--- src/rtl/pwm_pkg.sv ---
// Purpose : shared types, widths and the PWM compare helper for the PWM peripheral.
// Latency : n/a (declarations only).
// Backpres: n/a.
// Contents: PWM_CNT_W, PWM_DUTY_FULL, NUM_OUT, pwm_cnt_t, pin_vec_t, pin_cfg_t, pwm_level().
package pwm_pkg;

   localparam int PWM_CNT_W = 8;
   localparam int NUM_OUT   = 16;

   typedef logic [PWM_CNT_W-1:0] pwm_cnt_t;
   typedef logic [NUM_OUT-1:0]   pin_vec_t;

   localparam pwm_cnt_t PWM_DUTY_FULL = 8'hFF;

   // Per-pin configuration gathered from the register block.
   typedef struct packed {
      pin_vec_t en_out;   // 1 = pin active
      pin_vec_t en_pwm;   // 1 = PWM waveform, 0 = static high
   } pin_cfg_t;

   // Full-scale duty is 100 %: a plain compare would leave count 255 low.
   function automatic logic pwm_level(input pwm_cnt_t cnt, input pwm_cnt_t duty);
      return (duty == PWM_DUTY_FULL) ? 1'b1 : (cnt < duty);
   endfunction

endpackage

--- src/rtl/pwm_timebase.sv ---
// Purpose : prescaled 8-bit PWM timebase (prescaler + free-running count).
// Latency : tick is combinational from the prescaler; wrap is registered, high in the clk after the 255->0 tick.
// Backpres: none; free-running.
// Ports   : clk, rst_n (async active-low) | tick (1 clk per PRESCALE), pwm_cnt (8b), wrap (period-start pulse).
module pwm_timebase
   import pwm_pkg::*;
#(
   parameter int PRESCALE = 13
) (
   input  logic     clk,
   input  logic     rst_n,
   output logic     tick,
   output pwm_cnt_t pwm_cnt,
   output logic     wrap
);

   localparam int PS_W = (PRESCALE > 1) ? $clog2(PRESCALE) : 1;
   localparam logic [PS_W-1:0] PS_LAST = PS_W'(PRESCALE - 1);

   logic [PS_W-1:0] prescaler;

   // With PRESCALE == 1 the prescaler sits at 0 and tick is held high.
   assign tick = (prescaler == PS_LAST);

   always_ff @(posedge clk or negedge rst_n) begin
      if (!rst_n) begin
         prescaler <= '0;
         pwm_cnt   <= '0;
         wrap      <= 1'b0;
      end else begin
         prescaler <= tick ? '0 : prescaler + PS_W'(1);
         if (tick) begin
            pwm_cnt <= pwm_cnt + pwm_cnt_t'(1);
         end
         // Lines up with pwm_cnt reading 0 at the start of each period.
         wrap <= tick && (pwm_cnt == PWM_DUTY_FULL);
      end
   end

endmodule

--- src/rtl/pwm_peripheral.sv ---
// Purpose : 16-pin output stage: per pin off / static high / shared 8-bit PWM.
// Latency : enable/select -> out 1 clk; duty -> out 1 clk, or next period start with PWM_DUTY_SHADOW_EN.
// Backpres: none; register inputs are sampled every clk.
// Ports   : clk, rst_n (async active-low); en_reg_out_{7_0,15_8}, en_reg_pwm_{7_0,15_8}, pwm_duty_cycle (8b each)
//           -> out (16b pin drive), pwm_period_start (1-clk pulse when the PWM count wraps 255->0).
// Option  : define PWM_DUTY_SHADOW_EN to load the duty only at period boundaries (glitch-free duty updates).
module pwm_peripheral
   import pwm_pkg::*;
#(
   parameter int PRESCALE = 13
) (
   input  logic       clk,
   input  logic       rst_n,
   input  logic [7:0] en_reg_out_7_0,
   input  logic [7:0] en_reg_out_15_8,
   input  logic [7:0] en_reg_pwm_7_0,
   input  logic [7:0] en_reg_pwm_15_8,
   input  logic [7:0] pwm_duty_cycle,
   output pin_vec_t   out,
   output logic       pwm_period_start
);

   logic     tick;
   pwm_cnt_t pwm_cnt;
   pwm_cnt_t duty_act;
   logic     pwm_sig;
   pin_cfg_t cfg;
   pin_vec_t pin_next;

   pwm_timebase #(
      .PRESCALE (PRESCALE)
   ) u_timebase (
      .clk     (clk),
      .rst_n   (rst_n),
      .tick    (tick),
      .pwm_cnt (pwm_cnt),
      .wrap    (pwm_period_start)
   );

   assign cfg.en_out = {en_reg_out_15_8, en_reg_out_7_0};
   assign cfg.en_pwm = {en_reg_pwm_15_8, en_reg_pwm_7_0};

`ifdef PWM_DUTY_SHADOW_EN
   // Loaded on the tick that takes the count 255->0, so every period runs
   // with a single duty value; a write landing in that same clk is taken.
   always_ff @(posedge clk or negedge rst_n) begin
      if (!rst_n) begin
         duty_act <= '0;
      end else if (tick && (pwm_cnt == PWM_DUTY_FULL)) begin
         duty_act <= pwm_duty_cycle;
      end
   end
`else
   // Duty follows the register directly; tick is only needed by the shadow.
   logic unused_tick;
   assign unused_tick = tick;
   assign duty_act    = pwm_duty_cycle;
`endif

   assign pwm_sig = pwm_level(pwm_cnt, duty_act);

   always_comb begin
      pin_next = '0;
      for (int i = 0; i < NUM_OUT; i++) begin
         pin_next[i] = cfg.en_out[i] & (cfg.en_pwm[i] ? pwm_sig : 1'b1);
      end
   end

   always_ff @(posedge clk or negedge rst_n) begin
      if (!rst_n) begin
         out <= '0;
      end else begin
         out <= pin_next;
      end
   end

endmodule

--- config.mk ---
export PLATFORM = sky130hd
export DESIGN_NAME = pwm_peripheral
export DESIGN_NICKNAME = d
export VERILOG_FILES = /design/src/rtl/pwm_pkg.sv /design/src/rtl/pwm_timebase.sv /design/src/rtl/pwm_peripheral.sv
export SDC_FILE = /design/constraint.sdc
export NUM_CORES = 1
export LEC_CHECK = 0
export CAP_MARGIN = 20
export CELL_PAD_IN_SITES_DETAIL_PLACEMENT = 0
export CELL_PAD_IN_SITES_GLOBAL_PLACEMENT = 1
export CORE_MARGIN = 2
export CORE_UTILIZATION = 32
export CTS_CLUSTER_DIAMETER = 40
export DETAILED_ROUTE_END_ITERATION = 10
export PLACE_DENSITY_LB_ADDON = 0.1
export SLEW_MARGIN = 20
export SYNTH_ARGS = -nofsm -noshare
export SYNTH_HDL_FRONTEND = slang
export SYNTH_SLANG_ARGS = --single-unit
--- constraint.sdc ---
create_clock -name clk -period 2.1 [get_ports clk]
set_input_delay 0.42 -clock clk [delete_from_list [all_inputs] [get_ports clk]]
set_output_delay 0.42 -clock clk [all_outputs]
set_load 0.05 [all_outputs]
---- After elaboration in Yosys (flattened, before gate mapping) ----
Cells that the tools add are included.
word-level totals
  bits in registers ....................... 29
  latch bits .............................. 0
  bits in writable memories ............... 0
  bits in read-only memories .............. 0
  input port bits ......................... 42
  output and inout bits ................... 17
  memories kept ........................... 0
operators by class
  add/subtract/negate cells ............... 2
  multiply operators ...................... 0
  divide/modulo/power cells ............... 0
  order comparisons ....................... 1
  equality and inequality tests ........... 3
  shift-type cells ........................ 0
  mux-type cells .......................... 18
  bitwise operators ....................... 16
  reductions and logical operators ........ 1
operators with widths
  operator             number
  $mux 1               17
  $and 1x1->1          16
  $eq 8x8->1 const B   2
  $add 8x1->8 const B  1
  $lt 8x8->1           1
  $add 4x1->4 const B  1
  $eq 4x4->1 const B   1
  $mux 4               1
  $logic_and 1x1->1    1

---- Depth between registers and ports, before layout ----
  depth in word-level cells ............... 4
  depth in mapped cells ................... 7
  mapped depth without buffers ............ 6

---- Modules after synthesis ----
From an unflattened synthesis, not the netlist that was laid out.
unflattened totals
  cell total of the unflattened synthesis .. 109
  area, all modules ....................... 1350.0 um^2
by module, submodules not included
  module          times used  cells each  area an instance (um^2)  seq. area each (um^2)
  pwm_peripheral  1           60          790.8                    400.4
  pwm_timebase    1           49          559.3                    325.3

---- Worst setup path before layout ----
No wires, ideal clock.
  path kind ............................... input port to flip-flop
  from .................................... in pwm_duty_cycle[6]
  to ...................................... reg out[10]
  setup time .............................. 0.122 ns
  arrival ................................. 1.603 ns
  slack ................................... 0.375 ns
  stages .................................. 7
  buffers on the path ..................... 1
  cells stage by stage .................... inv_1 > ha_1 > and4_1 > o21ai_1 > o32ai_4 > buf_6 > a21boi_2
between the ends
  longest elaborated chain between the ends .. 4
  elaborated cells between the ends (all ways) .. 5
  those cells by class .................... order compare (1); eq/ne (1); mux (2); bitwise (1)
RTL lines
  item                                             line                  text
  start: declaration                               pwm_peripheral.sv:18  input logic [7:0] pwm_duty_cycle,
  $lt 8x8->1 / $eq 8x8->1 (equally long branches)  pwm_pkg.sv:23         return (duty == PWM_DUTY_FULL) ? 1'b1 : (cnt < duty);
  $mux 1 *                                         pwm_pkg.sv:23
  $mux 1 *                                         pwm_peripheral.sv:65  pin_next[i] = cfg.en_out[i] & (cfg.en_pwm[i] ? pwm_sig : 1'b1);
  $and 1x1->1 *                                    pwm_peripheral.sv:65
  named net pin_next[10]                           pwm_peripheral.sv:28  pin_vec_t pin_next;
  end signal: assignment                           pwm_peripheral.sv:73  out <= pin_next;
  end: declaration                                 pwm_peripheral.sv:19  output pin_vec_t out,
Mark *: on every way through the listed nets, which the timed path passes. The rest lies on a longest branch.
A chain may end at the register's enable or synchronous reset.

---- Worst setup path in the final report ----
  from .................................... in pwm_duty_cycle[6]
  to ...................................... reg out[14]
The elaborated chain is that of the path after synthesis.

==> out/summary.txt <==
Overflow after GRT = 0
CP Launch Type = primary input
setup ws final = 0.1125 ns
wire length per cell = 12.31 um
Final min period = 1.988 ns
Starting DRT DRC Count = 21
commonest non-fill, non-tap cell in the layout = clkdlybuf4s50_1
final antenna-violating net count = 0
Rel. slew slack = 65.39%
I/O Pins = 59
vias in the first global route = 1,073
initial antenna violation count = 0
Final Max Tran Viols = 0
final setup fails = 0
first-pass GRT wire length = 4767 um
critical path type = in -> reg
max frequency = 0.5031 GHz
proportion of layout cells with a drive suffix above 1 = 15.20%
Vias = 1,019
drt total wl = 2720 um
max_cap viols = 0
Max Buffers Root-to-Sink = 2
# Post-CTS Setup Buffers = 0
Synth area leader = dfrtp_1
sequential area share after synthesis = 53.36%
Rows = 23
crit path max fanout = 16
post-synth top area share = 53.36%
Place WS = -0.2338 ns
Leak Pwr = 0.0009303 uW
Initial Util = 33.52%
Die Height = 69.20 um
Yosys warnings = 0
Die Footprint = 4788 sq um
Req. time, crit path = 2.25 ns
worst r2r path cells = 6
H-Tree Depth = 2
post-DP HPWL = 2204 um
GRT Overall Usage = 12.81%
fin nets = 222
flops & latches, synth = 29
largest net degree at the start of global routing = 30
area delta synth->final = 55.84%
Clock Tree Root = clkbuf_8
HP Class = reg -> reg
drt pass-1 iters = 4
Die X = 69.20 um
placed insts = 213
top post-synthesis cells by area = dfrtp_1 53%, ha_1 9.2%, a21boi_2 8.3%
clock skew = 0.007599 ns
Peak VDD IR = 344.0 uV
RSZ-0062 raised after global routing = false
total CTS buffers = 5
Hold Fails Final Rpt = 0
Crit. End Element = flop
Hold Path Depth = 1
routed vias/inst = 4.611
syn nets = 157
Worst EP arrival = 2.14 ns
final setup TNS = 0 ns
commonest non-fill, non-tap cells in the layout = 58 x clkdlybuf4s50_1, 29 x dfrtp_1, 10 x inv_1, 10 x a21boi_2, 10 x ha_1
synth unique cells = 27
slew of the pin with the lowest slew margin = 0.5176 ns
non-filler instance count after layout = 221
outcome = complete, no violations
clk slew on worst S/H paths = 0.06 ns
CTS sink cnt = 29
# diodes = 0
fin crit share = 94.64%
routability-driven placement congestion ratio = 0.7529
Port Buffers = 58
worst skew pair latency = 0.28 ns
Avg Cell Area, Syn = 12.95 sq um
cell area power density = 607.3 nW/um^2
core area = 4058 sq um
Synth Instances = 105
Cell Area, Synth = 1360 sq um
TritonCTS clock tree = yes
DRC Markers = 0
[what timing repair did]
action,in CTS,in global routing
hold buffers,0,0
endpoints found under the setup margin,0,2
gates resized for setup,0,1
[synthesized netlist by cell type, drive strengths merged]
master and instances:
o21a 1, inv 10, o32ai 1, nor2 6
ha 10, o41ai 1, nand2b 1, nand2 3
nand4 3, a2111oi 1, a41o 1, a21oi 2
mux2 1, a21o 1, dfrtp 29, nand3 2
and4 2, xor2 3, buf 2, o21ai 2
and3 2, xnor2 5, a21boi 16
[layout make-up]
cell class                 instances  area [sq um]
timing repair buffer              60         608.1
tap                               50         62.56
fill                             352          1938
inverter                          10         37.54
clock buffer                       7         96.34
sequential                        29         725.7
multi-input combinational         64         584.3
clock inverter                     1         5.005
[per-stage QoR]
step	area [sq um]	hold slack, ns	total power, uW	util [%]
finish	2120	0.4756	1287	52.24
global route	2120	0.5072	1352	52.24
CTS	2116	0.4778	1316	52.14
detailed placement	2014	0.4726	810.1	49.65
global placement	2014	0.4504	808.2	49.65
floorplan	1360	0.1244	678.3	-
[worst max-delay path, stage by stage]
cell and delay, ns:
clkdlybuf4s50_1 0.48, inv_1 0.05, ha_1 0.30, and4_1 0.19
o21ai_1 0.09, o32ai_4 0.31, buf_12 0.19, a21boi_0 0.10
[state kept, by name, indices dropped and copies added, names as in the netlist]
| name | count |
|---|---|
| u_timebase.prescaler | 4 |
| u_timebase.pwm_cnt | 8 |
| u_timebase.wrap | 1 |
| out | 16 |
[path summary, 6_finish.rpt]
check	start	endpoint	slack, ns
max reg2reg	u_timebase.pwm_cnt[7]	out[14]	0.35
min	u_timebase.prescaler[3]	u_timebase.prescaler[3]	0.48
max	pwm_duty_cycle[6]	out[14]	0.11
min in group asynchronous	rst_n	u_timebase.prescaler[0]	0.52
min reg2reg	u_timebase.prescaler[3]	u_timebase.prescaler[3]	0.48
max in group asynchronous	rst_n	out[2]	1.32
[kinds of logic (layout without fill, tap and decap cells)]
family,after synthesis,count (layout),share of synthesized area [%]
flops,29,29,53.36
xor+xnor,8,8,5.152
compound gates,26,26,19.60
simple gates,19,19,7.911
fa+ha+maj,10,10,9.200
buf+inv,12,78,3.956
mux,1,1,0.8279
[per-layer routing]
layer	track usage (%)	wire length, um	vias up
li1	-	-	492
met1	13.12	976	484
met2	21.26	1400	36
met3	6.686	284	7
met4	6.536	58	0
met5	0	0	-
[report_power, final]
part / internal, uW / total [uW] / switching (uW)
registers: 575 / 579 / 4.13
logic: 114 / 218 / 104
clock network: 295 / 491 / 195
total: 984 / 1290 / 303
Power figures use the tool's default switching activity.
